$ cat src/rtl/sipo_deserializer.sv
// Serial-in, parallel-out receiver: assembles n LSB-first bits into a word and
// presents it through a holding register with valid/ready and a sticky overrun flag.
module sipo_deserializer #(
    parameter int n = 4
) (
    input  logic                 clk,
    input  logic                 reset_n,
    input  logic                 SI,
    input  logic                 shift_en,
    input  logic                 clear,
    input  logic                 ready,
    output logic [n-1:0]         P_out,
    output logic                 valid,
    output logic                 overrun,
    output logic [$clog2(n)-1:0] bit_cnt
);
    localparam int CW = $clog2(n);
    localparam logic [CW-1:0] LAST = CW'(n - 1);

    logic [n-1:0]  s_q, s_d;
    logic [CW-1:0] cnt_q, cnt_d;
    logic [n-1:0]  p_q, p_d;
    logic          valid_q, valid_d;
    logic          ovr_q, ovr_d;

    logic [n-1:0]  shifted;
    logic          complete;
    logic          accept;

    assign shifted  = {SI, s_q[n-1:1]};
    assign complete = shift_en && (cnt_q == LAST);
    assign accept   = valid_q && ready;

    always_comb begin
        s_d     = s_q;
        cnt_d   = cnt_q;
        p_d     = p_q;
        valid_d = valid_q;
        ovr_d   = ovr_q;
        if (clear) begin
            s_d     = '0;
            cnt_d   = '0;
            p_d     = '0;
            valid_d = 1'b0;
            ovr_d   = 1'b0;
        end else begin
            if (shift_en) begin
                s_d   = shifted;
                cnt_d = complete ? '0 : cnt_q + CW'(1);
            end
            if (accept)
                valid_d = 1'b0;
            // A completing word may only replace the holding register if it is free
            // or being drained on this same edge; otherwise it is dropped.
            if (complete) begin
                if (!valid_q || accept) begin
                    p_d     = shifted;
                    valid_d = 1'b1;
                end else begin
                    ovr_d = 1'b1;
                end
            end
        end
    end

    always_ff @(posedge clk or negedge reset_n) begin
        if (!reset_n) begin
            s_q     <= '0;
            cnt_q   <= '0;
            p_q     <= '0;
            valid_q <= 1'b0;
            ovr_q   <= 1'b0;
        end else begin
            s_q     <= s_d;
            cnt_q   <= cnt_d;
            p_q     <= p_d;
            valid_q <= valid_d;
            ovr_q   <= ovr_d;
        end
    end

    assign P_out   = p_q;
    assign valid   = valid_q;
    assign overrun = ovr_q;
    assign bit_cnt = cnt_q;
endmodule
$ cat config.mk
export PLATFORM = sky130hd
export DESIGN_NAME = sipo_deserializer
export DESIGN_NICKNAME = d
export VERILOG_FILES = /design/src/rtl/sipo_deserializer.sv
export SDC_FILE = /design/constraint.sdc
export NUM_CORES = 1
export LEC_CHECK = 0
export BUFFER_PORTS_ARGS = -buffer_cell sky130_fd_sc_hd__buf_2
export CAP_MARGIN = 20
export CORE_AREA = 2 2 39 41
export CTS_CLUSTER_DIAMETER = 100
export DETAILED_ROUTE_END_ITERATION = 8
export DIE_AREA = 0 0 41 43
export PLACE_DENSITY = 0.67
export REMOVE_ABC_BUFFERS = 1
export SLEW_MARGIN = 10
export SYNTH_ARGS = -nofsm -noshare
export SYNTH_HDL_FRONTEND = slang
export SYNTH_SLANG_ARGS = --single-unit
$ cat constraint.sdc
create_clock -name clk -period 1 [get_ports clk]
set_input_delay 0.05 -clock clk [delete_from_list [all_inputs] [get_ports clk]]
set_output_delay 0.05 -clock clk [all_outputs]
set_load 0.02 [all_outputs]
==> impl_summary.txt <==
----------------------------------------------------
[Placed design]
  Buffers added on ports ... 13
  Sum of net half-perimeters after detailed placement ... 600.7 µm
  GPL Wtd Cong ... 0.6459

[Drt]
  DRC marker count from the first detailed-route iteration ... 2
  Average detailed-routed wire length per instance ... 10.08 µm
  DRT antenna net count ... 0
  Via density per instance ... 4.532
  Post-route DRC violation count ... 0
  Vias after detailed routing ... 358
  WL final ... 796 µm
  Iteration count of the initial detailed-routing pass ... 2

[Timing]
  PnR worst setup slack ... -28.22 ps
  Final clock period utilization by the worst path ... 102.8%
  FMAX ... 972.6 MHz
  Max-slew violation count ... 0
  Slew at the pin closest to its max-slew limit ... 235.6 ps
  Sum Neg Setup Slack ... -100.3 ps
  Setup violations, final ... 5
  Tightest slew margin relative to the limit ... 84.29%
  Clock tree skew after final layout ... 0.1650 ps
  Hold violation total from the final report ... 0
  Min Clock Period, post-route ... 1028 ps
  RSZ-0062 raised after global routing ... yes

[Setup path]
  Length in cells of the worst reg-to-reg path ... 4
  Endpoint kind of the worst setup timing path ... register
  Critical Path RT ... 1180 ps
  Critical-path cell list ... ha_4 -> nand2_4 -> nor2_8 -> mux2i_1
  Worst Path Class, Setup ... register to register
  Critical path data arrival time ... 1210 ps
  Critical-path maximum fanout ... 4
  Nature of the critical path startpoint ... register
  Maximum single-stage delay on the critical path ... 390 ps
  CP max stage cell ... sky130_fd_sc_hd__dfrtp_1

[CTS]
  Count of clock tree sinks ... 11
  Number of CTS-inserted buffers ... 3
  CTS H-Tree Depth ... 1
  TritonCTS clock tree ... yes
  Clock Path Buffers ... 2
  Clock root cell ... sky130_fd_sc_hd__clkbuf_4
  Clock transition at the registers of the reported paths ... 70 ps
  Latest clock arrival within the worst-skew pair ... 260 ps
  Buffers inserted during post-CTS setup optimization ... 0

[Logic synthesis]
  Sequential cell area fraction in the yosys report ... 51.16%
  Dominant cell type by area after synthesis ... sky130_fd_sc_hd__dfrtp_1
  Share of synthesized flip-flops with an asynchronous set or reset ... 100.0%
  Largest family of logic cells by synthesized area ... simple AND/OR/NAND/NOR gates
  Most frequent cell after synthesis ... sky130_fd_sc_hd__dfrtp_1
  Mux contribution to synthesized area ... 14.88%
  Warning count from the yosys run ... 0
  Compound-gate portion of the synthesized area ... 3.023%
  Synth area leaders ... sky130_fd_sc_hd__dfrtp_1 51%, sky130_fd_sc_hd__mux2i_1 15%, sky130_fd_sc_hd__nand2b_1 9.3%, sky130_fd_sc_hd__nor2_1 4.9%, sky130_fd_sc_hd__nor2_8 3.7%
  Cell types with the highest counts after synthesis ... 11 x sky130_fd_sc_hd__dfrtp_1, 8 x sky130_fd_sc_hd__mux2i_1, 8 x sky130_fd_sc_hd__nand2b_1
  Number of distinct library cell variants in the gate-level netlist after synthesis ... 14
  Flop and latch count out of synthesis ... 11
  XOR/XNOR Fraction of Synth Area ... 0%
  Number of enable-type register cells in the synthesized netlist ... 0
  Area share of fa/ha/maj cells after synthesis ... 2.326%
  Cell count after synthesis ... 45
  Average size of a mapped cell ... 11.96 µm²
  Simple-Gate Fraction of Synth Area ... 24.88%
  Share of the synthesized area in the top cell type ... 51.16%
  Mapped Area ... 538.0 µm²
  Predominant post-synthesis flop cell ... sky130_fd_sc_hd__dfrtp_1

[Final layout]
  Proportion of layout cells with a drive suffix above 1 ... 36.51%
  NumNets Final ... 71
  Area Overhead vs Synth ... 26.28%
  Storage cell area ... 275.3 µm²
  Final Util ... 49.10%
  Area occupied by multi-input gates ... 255.2 µm²
  Number of diodes ... 0
  Count of fill cells added during filler insertion ... 132

[Floorplanning]
  Chip Width ... 41 µm
  Initial cell density of the core ... 38.88%
  Die Span Y ... 43 µm
  Std-Cell Core Area ... 1384 µm²
  Top-level I/O count ... 14
  Area enclosed by the die boundary ... 1763 µm²
  Row Count ... 14

[Min path]
  Cell count of the worst hold path ... 3
  Class of the most critical hold timing path ... input port to register

[Power and ir drop]
  Pwr/cell area ... 1279 nW/µm²
  Leakage Power ... 0.3384 nW
  Max IR drop VDD ... 0.4876 mV

[Global routing]
  Via count of the first global-routing pass ... 340
  Pin count of the biggest net entering global routing ... 16
  Initial antenna violation count ... 0
  GRT Residual Overflow ... 0
  First-pass GRT wire length ... 1380 µm
  Global-route usage over all layers ... 11.78%

[Outcome]
  Violated checks ... negative setup slack
  Status ... finished, violations left

[Job]
  Maximum capacitance violations ... 0

----------------------------------------------------
state kept, by name, summed over array words and instances, names as in the netlist:
name / count
valid: 1
s_q: 3
overrun: 1
bit_cnt: 2
P_out: 4
critical path, delay by kind of cell (launching register included):
family,cells,cell delay [ps]
DFF,1,390
muxes,1,190
adders and majority gates,1,180
and+or+nand+nor,2,180
layout make-up:
class	count	area share, %
Sequential cell	11	40.52
Multi-Input combinational cell	31	37.57
Timing Repair Buffer	16	14.55
Clock buffer	4	3.867
Tap cell	16	2.947
Inverter	1	0.5525
stage by stage:
stage	instances	cell area [µm²]	total power, mW	hold slack [ps]	worst slack (ps)
final	79	679.4	0.8691	50.41	-28.22
after global routing	79	679.4	0.9149	62.29	-102.6
after CTS	79	679.4	0.8844	43.05	-44.87
after detailed placement	74	621.8	0.5692	-71.03	-116.6
after global placement	74	621.8	0.5685	-71.48	-92.56
after floorplan	43	521.8	0.5161	-245.6	-226.4
metal layers:
metal / part of all wire (%) / global-route usage [%] / wire length (µm)
met5: 0 / 0 / 0
met4: 0 / 8.000 / 0
met3: 4.3 / 3.141 / 34
met2: 48 / 16.56 / 385
met1: 47 / 15.00 / 376
kinds of logic after synthesis:
logic type | after synthesis
buffers and inverters | 3
and+or+nand+nor | 19
AOI/OAI and AO/OA | 3
adders and majority gates | 1
muxes | 8
DFF | 11
worst paths after layout:
path                                  to  slack (ps)       start
worst max-delay path            P_out[0]         -30  bit_cnt[1]
worst min-delay path            P_out[3]          50          SI
worst max register to register  P_out[0]         -30  bit_cnt[1]
worst min register to register   overrun         490     overrun
max in group asynchronous         s_q[3]         630     reset_n
min in group asynchronous        overrun         180     reset_n
power breakdown:
part           internal (mW)  total, mW  leakage, nW  switching, mW
sequential             0.456      0.465        0.151        0.00944
combinational         0.0529      0.108        0.172         0.0548
clock                  0.154      0.296       0.0150          0.142
cell usage in the layout, fill, tap and decap left out:
cell	n
sky130_fd_sc_hd__buf_4	3
sky130_fd_sc_hd__ha_4	1
sky130_fd_sc_hd__nor3b_2	1
sky130_fd_sc_hd__a21oi_1	2
sky130_fd_sc_hd__buf_6	1
sky130_fd_sc_hd__a31oi_1	1
sky130_fd_sc_hd__nand2_4	1
sky130_fd_sc_hd__nand2b_1	8
sky130_fd_sc_hd__inv_1	1
sky130_fd_sc_hd__dlygate4sd3_1	1
sky130_fd_sc_hd__clkbuf_4	3
sky130_fd_sc_hd__nor2b_4	1
sky130_fd_sc_hd__nor2_8	1
sky130_fd_sc_hd__dfrtp_1	11
sky130_fd_sc_hd__mux2i_1	8
sky130_fd_sc_hd__nor2_1	7
sky130_fd_sc_hd__clkbuf_1	1
sky130_fd_sc_hd__buf_2	11
what timing repair did:
action | 4_1_cts | 5_1_grt
hold endpoints to repair | 11 | 0
resized for setup | 5 | 0
hold buffers | 1 | 0
pin swaps | 0 | 3
setup endpoints to repair | 5 | 8
(Power assumes the default switching activity.)
